==> config.mk <==
export PLATFORM = sky130hd
export DESIGN_NAME = dmrs_seq_ctrl
export DESIGN_NICKNAME = d
export VERILOG_FILES = /design/src/rtl/dmrs_seq_ctrl.sv
export SDC_FILE = /design/constraint.sdc
export NUM_CORES = 1
export LEC_CHECK = 0
export ABC_CLOCK_PERIOD_IN_PS = 3200
export CAP_MARGIN = 20
export CORE_MARGIN = 2
export CORE_UTILIZATION = 25
export CTS_CLUSTER_DIAMETER = 40
export DETAILED_ROUTE_END_ITERATION = 8
export GPL_TIMING_DRIVEN = 0
export SLEW_MARGIN = 30
export SYNTH_ARGS = -nofsm -noshare
export SYNTH_HDL_FRONTEND = slang
export SYNTH_SLANG_ARGS = --single-unit
==> constraint.sdc <==
create_clock -name clk -period 3.2 [get_ports clk]
set_clock_uncertainty 0.1 [all_clocks]
set_input_delay 0.64 -clock clk [delete_from_list [all_inputs] [get_ports clk]]
set_output_delay 0.64 -clock clk [all_outputs]
set_load 0.01 [all_outputs]
==> src/rtl/dmrs_seq_ctrl.sv <==
// DMRS sequence job controller: validates a job, fetches the prime from ROM,
// then drives the Zadoff-Chu generator through nsym symbols with group hopping.
module dmrs_seq_ctrl #(
    parameter int unsigned MAX_SYM = 4,
    parameter int unsigned MAX_MZC = 792
) (
    input  logic        clk,
    input  logic        reset,
    input  logic        start,
    input  logic        abort,
    input  logic [9:0]  cfg_mzc,
    input  logic [4:0]  cfg_u0,
    input  logic [4:0]  cfg_hop,
    input  logic        cfg_v,
    input  logic [2:0]  cfg_nsym,
    output logic        rom_rd,
    output logic [9:0]  rom_addr,
    input  logic [9:0]  rom_prime,
    input  logic [29:0] rom_prime_rec,
    output logic        gen_enable,
    output logic [9:0]  gen_mzc,
    output logic [4:0]  gen_u,
    output logic        gen_v,
    output logic [9:0]  gen_prime,
    output logic [29:0] gen_prime_rec,
    input  logic [9:0]  gen_counter,
    input  logic        gen_valid,
    output logic [2:0]  sym_idx,
    output logic        busy,
    output logic        sym_done,
    output logic        job_done,
    output logic        cfg_err
);

    typedef enum logic [2:0] {StIdle, StLookup, StLoad, StGen, StGap} state_t;

    state_t      state_q, state_d;
    logic [2:0]  nsym_q;
    logic [4:0]  hop_q;

    logic        gen_enable_d, sym_done_d, job_done_d, cfg_err_d;
    logic [2:0]  sym_idx_d;
    logic [4:0]  gen_u_d;
    logic        load_cfg, load_prime;
    logic        mzc_ok, nsym_ok, cfg_ok, need_rom, last_sym;
    logic [5:0]  u_sum;
    logic [5:0]  u_wrap;

    // Generator validity is a generator-side concern; it is observed but never acted on.
    logic unused_gen_valid;
    assign unused_gen_valid = gen_valid;

    assign mzc_ok   = (cfg_mzc != 10'd0) && (cfg_mzc % 10'd6 == 10'd0)
                      && (32'(cfg_mzc) <= MAX_MZC);
    assign nsym_ok  = (cfg_nsym != 3'd0) && (32'(cfg_nsym) <= MAX_SYM);
    assign cfg_ok   = mzc_ok && nsym_ok && (cfg_u0 < 5'd30) && (cfg_hop < 5'd30);
    assign need_rom = (gen_mzc >= 10'd36);
    assign last_sym = (sym_idx == nsym_q - 3'd1);

    // Both operands are < 30, so a single conditional subtract keeps u in 0..29.
    assign u_sum  = {1'b0, gen_u} + {1'b0, hop_q};
    assign u_wrap = (u_sum >= 6'd30) ? (u_sum - 6'd30) : u_sum;

    assign rom_rd   = (state_q == StLookup) && need_rom;
    assign rom_addr = gen_mzc;
    assign busy     = (state_q != StIdle);

    always_comb begin
        state_d      = state_q;
        gen_enable_d = 1'b0;
        sym_done_d   = 1'b0;
        job_done_d   = 1'b0;
        cfg_err_d    = 1'b0;
        sym_idx_d    = sym_idx;
        gen_u_d      = gen_u;
        load_cfg     = 1'b0;
        load_prime   = 1'b0;

        unique case (state_q)
            StIdle: begin
                // A simultaneous abort suppresses the request entirely.
                if (start && !abort) begin
                    if (cfg_ok) begin
                        state_d   = StLookup;
                        load_cfg  = 1'b1;
                        gen_u_d   = cfg_u0;
                        sym_idx_d = 3'd0;
                    end else begin
                        cfg_err_d = 1'b1;
                    end
                end
            end
            StLookup: state_d = StLoad;
            StLoad: begin
                state_d      = StGen;
                load_prime   = 1'b1;
                gen_enable_d = 1'b1;
            end
            StGen: begin
                if (gen_enable && (gen_counter == gen_mzc)) begin
                    state_d    = StGap;
                    sym_done_d = 1'b1;
                    job_done_d = last_sym;
                    gen_u_d    = u_wrap[4:0];
                end else begin
                    gen_enable_d = 1'b1;
                end
            end
            StGap: begin
                if (last_sym) begin
                    state_d   = StIdle;
                    sym_idx_d = 3'd0;
                end else begin
                    state_d      = StGen;
                    sym_idx_d    = sym_idx + 3'd1;
                    gen_enable_d = 1'b1;
                end
            end
            default: state_d = StIdle;
        endcase

        if (abort && (state_q != StIdle)) begin
            state_d      = StIdle;
            gen_enable_d = 1'b0;
            sym_done_d   = 1'b0;
            job_done_d   = 1'b0;
            sym_idx_d    = 3'd0;
            load_prime   = 1'b0;
        end
    end

    always_ff @(posedge clk or negedge reset) begin
        if (!reset) begin
            state_q       <= StIdle;
            gen_enable    <= 1'b0;
            sym_done      <= 1'b0;
            job_done      <= 1'b0;
            cfg_err       <= 1'b0;
            sym_idx       <= 3'd0;
            gen_mzc       <= 10'd0;
            gen_u         <= 5'd0;
            gen_v         <= 1'b0;
            gen_prime     <= 10'd0;
            gen_prime_rec <= 30'd0;
            nsym_q        <= 3'd0;
            hop_q         <= 5'd0;
        end else begin
            state_q    <= state_d;
            gen_enable <= gen_enable_d;
            sym_done   <= sym_done_d;
            job_done   <= job_done_d;
            cfg_err    <= cfg_err_d;
            sym_idx    <= sym_idx_d;
            gen_u      <= gen_u_d;
            if (load_cfg) begin
                gen_mzc <= cfg_mzc;
                gen_v   <= cfg_v;
                nsym_q  <= cfg_nsym;
                hop_q   <= cfg_hop;
            end
            // Short sequences (Mzc < 36) are table-based and carry no prime.
            if (load_prime) begin
                gen_prime     <= need_rom ? rom_prime : 10'd0;
                gen_prime_rec <= need_rom ? rom_prime_rec : 30'd0;
            end
        end
    end

endmodule
# After elaboration in Yosys (flattened, before gate mapping)
# Cells that the tools add are included.
# Widths: inputs -> output; s select.
# word_totals
word_cells	93
reg_bits	74
in_bits	79
output_inout_bits	75
# op_classes
n_mux	36
n_addsub	4
reduce_logical	21
magnitude_cmp	6
eq_ne	12
div_mod_pow	1
# op_table
cell	count
$mux 30	1
$mux 3	8
$mux 5	4
$mux 1	17
$pmux 3 s5	1
$eq 10x10->1	1
$ge 10x6->1 const B	1
$le 10x10->1 const B	1
$logic_and 1x1->1	10
$logic_not 10->1	1
$lt 5x5->1 const B	2
$mod 10x3->10 const B	1
$mux 10	1
$pmux 5 s2	1
$reduce_bool 10->1	1
$ne 3x3->1 const B	3
$reduce_bool 3->1	3
$add 5x5->6	1
$eq 3x2->1 const B	2
$ge 6x5->1 const B	1
$ne 2x2->1 const B	3
$pmux 3 s2	1
$reduce_and 3->1	2
$sub 5x5->5 const B	1
12 further kinds	12

# Longest topological paths before layout
# Gate-level depths: netlist of run 1.
# depth
depth_word	11
ltp_mapped	17
mapped_depth_nobuf	15

# Worst setup path before layout of run 1
# OpenSTA, ideal clock, no wires.
# synth_timing
path_kind	input port to flip-flop
from	input cfg_mzc[4]
to	register gen_mzc[9]
setup_time_ns	0.125
cell_stages	16
required_time_ns	2.975
t_arrival_ns	3.869
path_slack_ns	-0.894
cell_sequence	or3b_2 -> o211a_1 -> o32ai_1 -> a211oi_4 -> nor2b_1 -> o211ai_1 -> o21ai_0 -> ha_1 -> nor2_1 -> nor2_1 -> a32o_1 -> a21oi_1 -> nand4_1 -> o21ai_4 -> buf_12 -> mux2_4
# synth_via
elab_chain_cells	10
elab_cells_between_ends	12
cone_classes	div: 1; order compare: 1; mux: 3; reduce/logical: 7
# synth_lines
element	line	text
from (decl)	11	input logic [9:0] cfg_mzc,
$mod 10x3->10	53	assign mzc_ok = (cfg_mzc != 10'd0) && (cfg_mzc % 10'd6 == 10'd0)
$logic_not 10->1	53	
$logic_and 1x1->1	53	
$logic_and 1x1->1 (*)	54	&& (32'(cfg_mzc) <= MAX_MZC);
$logic_and 1x1->1 (*) (3 in series)	56	assign cfg_ok = mzc_ok && nsym_ok && (cfg_u0 < 5'd30) && (cfg_hop < 5'd30);
$mux 1 (*)	83	if (cfg_ok) begin
$mux 1 (*)	82	if (start && !abort) begin
$mux 1 (*)	79	unique case (state_q)
to (signal assigned)	156	gen_mzc <= cfg_mzc;
to (decl)	21	output logic [9:0] gen_mzc,
# Every way passes the cells marked *; elsewhere a longest branch is shown, timed or not.
# A chain may end at the register's enable or synchronous reset.

# Worst setup path in the final report of run 1
# layout_timing
from	input cfg_mzc[4]
to	register gen_v
# layout_via
elab_chain_cells	10
elab_cells_between_ends	12
cone_classes	div: 1; order compare: 1; mux: 3; reduce/logical: 7
# layout_lines
element	line	text
$mod 10x3->10	53	
$logic_not 10->1	53	
$logic_and 1x1->1	53	
$logic_and 1x1->1 (*)	54	
$logic_and 1x1->1 (*) (3 in series)	56	
$mux 1 (*)	83	
$mux 1 (*)	82	
$mux 1 (*)	79	
to (signal assigned)	157	gen_v <= cfg_v;
to (decl)	23	output logic gen_v,
# Marked as above.

==> results.md, run 1 <==
* Arrival @ worst endpoint at 3.86 ns
* Synth cell count leaders: nand2_1, dfrtp_1, o21ai_0
* Initial DRT Pass Iterations at 4
* Vias in the first global route at 3825
* Power Density at approximately 630 mW/mm2
* Top delay family on crit path: compound AO/OA/AOI/OAI gates
* Syn_area_per_cell at 9.36 um2
* Total of max-cap violations at 0
* First-pass GRT wire length at 20100 um
* CP startpoint: cfg_mzc[4]
* Dpl hpwl at 9400 um
* Max-slew headroom at 0.556
* Final wirelength at 12800 um
* Starting density of the core at 0.253
* Vias at 3929
* Mapped Area at 0.00417 mm2
* Startpoint types: input pin
* Failing checks: setup timing
* Starting DRT DRC Count at 150
* Most frequently used flop master after synthesis: dfrtp_1
* Layout cells sized above 1 at 0.184
* Leading post-synthesis cells by cell area: dfrtp_1, nand2_1, o21ai_0
* Final worst-path cycle share at 1.17
* Nets at 714
* Final hold vios at 0
* Yosys cell types at between 60 and 70
* Hold slack at about 0.13 ns
* Synthesized instance count at between 400 and 500
* Max Transition Viols Final at 0
* Post-synth EDFFs at 0
* Most frequent cell after synthesis: nand2_1
* CTS tree: built
* Largest net degree at the start of global routing at 49
* Final setup viols at 29
* Total grt overflow at 0
* PortBufs at 148
* Chip Height at 133 um
* Clk slew on worst S/H paths at 0.06 ns
* Register bit total from synthesis at 74
* Async SR Flop Fraction at 1.00
* RSZ-0062 raised after global routing: true
* R2r startpoint: gen_u[0]$_DFFE_PN0P_
* DRC at 0
* Max incr delay on CP at 0.29 ns
* Finished Layout Cells at 850
* Area share of the largest cell type after synthesis at 0.444
* Ys Warns at 0
* Root Driver: clkbuf_16
* Slew @ Worst Pin at 0.661 ns
* Critical Path Fanout Max at 10
* Initial antenna violation count at 0
* CP cell instances: buf_6, buf_6, xor2_2, a21oi_2, o32ai_4, a211oi_4, buf_4, nor2_2, a21oi_1, o21ai_1, ha_2, nor2_2, nor2_1, a32o_2, a21oi_2, nand4_1, o21ai_4, buf_12, clkbuf_16, mux2_4
* Placed cells at 815
* Area leader, netlist: dfrtp_1
* Syn nets at 535
* DR WL/cell at 15.0 um
* Fin crit period at between 3 and 4 ns
* Core region area at 0.0165 mm2
* # rows at 47
* Data required, critical path at around 3.3 ns
* Worst setup margin at -0.540 ns
* Seq/Total Area, Yosys at 0.444
* Worst Setup End Kind: flip-flop
* Overall routing resource usage at 0.141
* Max Buffers Root-to-Sink at 2
* Num CTS Buffers at 9
* Boundary Pins at 154
* DR vias/cell at 4.62
* Full die area at 0.0177 mm2
* Final ANT Viol Nets at 0
* Peak supply drop at 0.233 mV
* Worst-Skew Late Latency at 0.34 ns
* CP max-delay cell: mux2_4
* CTS sink count at between 70 and 80
* CP bufs+invs at 5
* Final Core Density at 0.409
* Max Fclk at 267 MHz
* H-tree depth at 3
* Path type of the worst min-delay path: input pin to async pin
* Outcome: finished, violations left
* Leakage power at around 2.8 nW
* Layout area overhead at 61.2%
* Setup CP Type: input pin to flip-flop
* N_diodes at 0
* Gp weighted congestion at 0.796
* Die Span X at 133 um
## per-layer routing
layer	vias up	part of all wire	GRT usage	wire (um)
met5	-	0	0	0
met4	0	0.021	0.0597	274
met3	16	0.050	0.0198	643
met2	120	0.49	0.235	6220
met1	1893	0.44	0.185	5650
li1	1900	-	-	-
## stage by stage
step                      total power, mW  worst slack (ns)  setup TNS (ns)  area, um2
after CTS                            4.25            -0.442          -11.15       6490
after floorplan                      2.25            -0.611          -14.04       4200
after global placement               3.12             -1.56         -133.99       5960
after detailed placement             3.17             -1.71          -45.60       5990
after global routing                 4.54            -0.712          -18.90       6730
final                                4.25            -0.540          -14.00       6730
## power breakdown
group,leakage [nW],total [mW],switching [mW],internal [mW]
Combinational,1.69,1.81,0.788,1.02
Clock,0.135,1.02,0.410,0.605
Sequential,0.983,1.43,0.219,1.21
## cells by family (layout without fill, tap and decap cells)
| kind of cell | after synthesis | count (layout) | synth area share |
|---|---|---|---|
| xor gates and xnor gates | 22 | 22 | 0.0462 |
| muxes | 27 | 27 | 0.0804 |
| buffers and inverters | 45 | 229 | 0.0579 |
| DFF | 74 | 74 | 0.444 |
| AOI/OAI and AO/OA | 97 | 97 | 0.148 |
| and+or+nand+nor | 171 | 171 | 0.192 |
| adders and majority gates | 10 | 10 | 0.0318 |
## final timing paths
| kind | end | slack (ns) | cells after the start |
|---|---|---|---|
| setup / recovery | gen_v$_DFFE_PN0P_ | -0.54 | 20 |
| hold / removal | gen_prime[7]$_DFFE_PN0P_ | 0.13 | 1 |
| setup reg to reg | gen_u[3]$_DFFE_PN0P_ | 0.26 | 10 |
| hold reg to reg | gen_prime[3]$_DFFE_PN0P_ | 0.38 | 2 |
| max in group asynchronous | gen_mzc[6]$_DFFE_PN0P_ | 2.30 | 2 |
| min in group clk | gen_prime[3]$_DFFE_PN0P_ | 0.38 | 2 |
## cell usage in the layout (no fill, tap or decap), types with 9 or more instances in the layout
| cell | instances |
|---|---|
| a21oi_1 | 11 |
| clkdlybuf4s50_1 | 143 |
| buf_6 | 10 |
| nor2_1 | 13 |
| buf_4 | 21 |
| nand2_1 | 97 |
| clkbuf_16 | 10 |
| dfrtp_1 | 74 |
| clkbuf_1 | 18 |
| inv_1 | 10 |
| o21ai_0 | 47 |
| mux2_4 | 21 |
| xor2_1 | 13 |
| nor3_1 | 9 |
| nand3_1 | 9 |
## final cells by class
class,instances,area (um2)
plain buffers,34,234
clock buffers,10,229
clock inverters,6,66.3
fillers,1602,9740
inverters,11,41.3
multi-input cells,327,2300
flip-flops and latches,74,1850
well taps,220,275
repair buffers,168,1730
## registers in the layout, indices dropped and copies added, names as in the netlist, 3 cells and up
signal	count
gen_prime_rec	30
gen_mzc	10
gen_prime	10
gen_u	5
hop_q	5
nsym_q	3
state_q	3
sym_idx	3
## what timing repair did
action	in CTS	in global routing
resized for setup	47	34
pin swaps	13	7
setup buffers	9	9
cloned	0	1
hold buffers	0	0
setup endpoints to repair	30	29
(Power assumes the default switching activity.)
==> inputs of run 2 (changes only) <==
--- a/config.mk
+++ b/config.mk
@@ -11,7 +11,9 @@
 export CORE_UTILIZATION = 25
 export CTS_CLUSTER_DIAMETER = 40
 export DETAILED_ROUTE_END_ITERATION = 8
+export GPL_ROUTABILITY_DRIVEN = 0
 export GPL_TIMING_DRIVEN = 0
+export RECOVER_POWER = 100
 export SLEW_MARGIN = 30
 export SYNTH_ARGS = -nofsm -noshare
 export SYNTH_HDL_FRONTEND = slang
==> run 2 against run 1 <==
Net effect: the run ends with capacitance limit, setup timing left; wire length up 0.33%; non-clock buffer count did not move; clock power is essentially flat; maximum frequency increased by 0.46%; critical path depth is 2 lower.
==> results.md, run 2 (synthesized netlist as in run 1, its figures left out) <==
* Layout area overhead at 60.6% (was 61.2%)
* CTS sink count at 74 (unchanged)
* Chip Height at 133 um (unchanged)
* CP startpoint: cfg_mzc[7] (was cfg_mzc[4])
* Arrival @ worst endpoint at 3.84 ns (was 3.86 ns)
* Register-to-register setup slack at 0.26 ns (about the same)
* Full die area at 0.0177 mm2 (unchanged)
* Register with the most flip-flops: gen_prime_rec (unchanged)
* Fin crit period at 3.72 ns (was 3.74 ns)
* Path type of the worst min-delay path: flip-flop to flip-flop (was input pin to async pin)
* Largest registers: gen_prime_rec: 30 flops, gen_mzc: 10 flops, gen_prime: 10 flops (unchanged)
* Dpl ws at -1.71 ns (unchanged)
* Final setup viols at 29 (unchanged)
* Clk slew on worst S/H paths at 0.06 ns (about the same)
* Crit Reg-Reg Endpoint: gen_u[3]$_DFFE_PN0P_ (unchanged)
* R2r worst-path depth at 10 (unchanged)
* Max reg flops at 30 (unchanged)
* H-tree depth at 3 (unchanged)
* Max Transition Viols Final at 0 (unchanged)
* Slew @ Worst Pin at 1.50 ns (was 0.661 ns)
* Total grt overflow at 0 (unchanged)
* Peak supply drop at 0.230 mV (was 0.233 mV)
* Final ANT Viol Nets at 0 (unchanged)
* R2r startpoint: gen_u[0]$_DFFE_PN0P_ (unchanged)
* Final Core Density at 0.407 (was 0.409)
* PortBufs at 148 (unchanged)
* # rows at 47 (unchanged)
* Fin Setup TNS at -13.55 ns (was -14.00 ns)
* CTS tree: built (unchanged)
* Setup CP Type: input pin to flip-flop (unchanged)
* DRC at 0 (unchanged)
* Max-slew headroom at 0.000395 (was 0.556)
* CP max-delay cell: or3b_4 (was mux2_4)
* Vias at 3934 (was 3929)
* Hold Buf Count CTS at 0 (unchanged)
* CP cell instances: buf_8, or3b_4, o211a_1, o32ai_4, a211oi_4, nor2b_4, o211ai_1, o21ai_1, ha_2, nor2_2, nor2_1, a32o_2, a21oi_2, nand4_1, o21ai_4, buf_12, clkbuf_16, mux2_4 (was buf_6, buf_6, xor2_2, a21oi_2, o32ai_4, a211oi_4, buf_4, nor2_2, a21oi_1, o21ai_1, ha_2, nor2_2, nor2_1, a32o_2, a21oi_2, nand4_1, o21ai_4, buf_12, clkbuf_16, mux2_4)
* DR WL/cell at 15.1 um (was 15.0 um)
* Power Density at 616 mW/mm2 (was 632 mW/mm2)
* RSZ-0062 raised after global routing: true (unchanged)
* Root Driver: clkbuf_16 (unchanged)
* Worst-Skew Late Latency at 0.33 ns (was 0.34 ns)
* Commonest non-fill, non-tap cell in the layout: nand2_1 (was clkdlybuf4s50_1)
* Final worst-path cycle share at 1.16 (was 1.17)
* Failing checks: capacitance limit, setup timing (was setup timing)
* Starting density of the core at 0.253 (unchanged)
* Layout cells sized above 1 at 0.183 (was 0.184)
* Num CTS Buffers at 9 (unchanged)
* DR vias/cell at 4.63 (was 4.62)
* Max incr delay on CP at 0.38 ns (was 0.29 ns)
* Initial DRT Pass Iterations at 5 (was 4)
* Critical Path Fanout Max at 5 (was 10)
* Worst setup margin at -0.523 ns (was -0.540 ns)
* Final hold vios at 0 (unchanged)
* Boundary Pins at 154 (unchanged)
* Startpoint types: input pin (unchanged)
* Vias in the first global route at 3825 (unchanged)
* First-pass GRT wire length at 20100 um (unchanged)
* Crit path to: gen_v$_DFFE_PN0P_ (unchanged)
* Leakage power at 2.98 nW (was 2.80 nW)
* Most frequent cells in the layout: nand2_1, dlygate4sd3_1, dfrtp_1, clkdlybuf4s50_1, o21ai_0 (was clkdlybuf4s50_1, nand2_1, dfrtp_1, o21ai_0)
* Dpl hpwl at 9400 um (unchanged)
* Max Buffers Root-to-Sink at 2 (unchanged)
* Outcome: finished, violations left (unchanged)
* Nets at 714 (unchanged)
* Starting DRT DRC Count at 141 (was 150)
* Overall routing resource usage at 0.141 (unchanged)
* Initial antenna violation count at 0 (unchanged)
* Worst Setup End Kind: flip-flop (unchanged)
* Final wirelength at 12800 um (about the same)
* Core region area at 0.0165 mm2 (unchanged)
* Largest net degree at the start of global routing at 49 (unchanged)
* Data required, critical path at 3.32 ns (about the same)
* Max Fclk at 269 MHz (was 267 MHz)
* N_diodes at 0 (unchanged)
* Total of max-cap violations at 1 (was 0)
* Die Span X at 133 um (unchanged)
run 2: cell types whose count changed in the layout (fill, tap and decap cells not counted):
| cell | previous run | this run |
|---|---|---|
| buf_16 | 1 | 0 |
| buf_4 | 21 | 20 |
| clkbuf_1 | 18 | 19 |
| clkbuf_2 | 0 | 1 |
| clkdlybuf4s50_1 | 143 | 67 |
| dlygate4sd3_1 | 0 | 76 |
run 2: report_power, final:
group,internal [mW],leakage [nW],switching (mW),total [mW]
clock network,0.605,0.135,0.409,1.01
logic,0.908,1.86,0.787,1.70
registers,1.21,0.983,0.208,1.42
total,2.72,2.98,1.40,4.13
run 2: worst min-delay path by stage:
stage,cells after the start,endpoint,from
floorplan,0,cfg_err$_DFF_PN0_,reset
global placement,2,gen_prime_rec[23]$_DFFE_PN0P_,gen_prime_rec[23]$_DFFE_PN0P_
detailed placement,2,gen_prime_rec[14]$_DFFE_PN0P_,gen_prime_rec[14]$_DFFE_PN0P_
CTS,1,gen_prime[7]$_DFFE_PN0P_,reset
global route,2,gen_prime_rec[26]$_DFFE_PN0P_,gen_prime_rec[26]$_DFFE_PN0P_
finish,2,gen_prime_rec[14]$_DFFE_PN0P_,gen_prime_rec[14]$_DFFE_PN0P_
run 2: cell type report:
| type | instances | area, um2 |
|---|---|---|
| plain buffers | 34 | 234 |
| inverters | 11 | 41.3 |
| flip-flops and latches | 74 | 1850 |
| well taps | 220 | 275 |
| multi-input cells | 327 | 2300 |
| clock inverters | 6 | 66.3 |
| clock buffers | 10 | 229 |
| repair buffers | 168 | 1710 |
| fillers | 1604 | 9760 |
run 2: stage by stage:
| step | power (mW) | area, um2 | std cells | hold WS, ns |
|---|---|---|---|---|
| finish | 4.13 | 6700 | 850 | 0.377 |
| detailed placement | 3.17 | 5990 | 815 | 0.371 |
| floorplan | 2.25 | 4200 | 446 | 0.244 |
| global route | 4.42 | 6700 | 850 | 0.401 |
| CTS | 4.25 | 6490 | 840 | 0.131 |
| global placement | 3.12 | 5960 | 814 | 0.361 |
run 2: critical path: cells and delay by family:
| family | cells | cell delay [ns] |
|---|---|---|
| compound gates | 8 | 1.42 |
| simple gates | 5 | 0.86 |
| buf+inv | 3 | 0.40 |
| mux | 1 | 0.29 |
| fa+ha+maj | 1 | 0.22 |
run 2: timing repair:
action	in CTS	in global routing
cloned	0	1
gates resized for setup	47	34
hold endpoints to repair	0	0
pin swaps	13	7
endpoints found under the setup margin	30	29
buffers inserted	9	9
run 2: per-layer routing:
metal  share of wire  GRT usage  up-vias
li1                -          -     1896
met1            0.44      0.185     1911
met2            0.49      0.235      114
met3           0.048     0.0198       13
met4           0.017     0.0597        0
met5               0          0        -
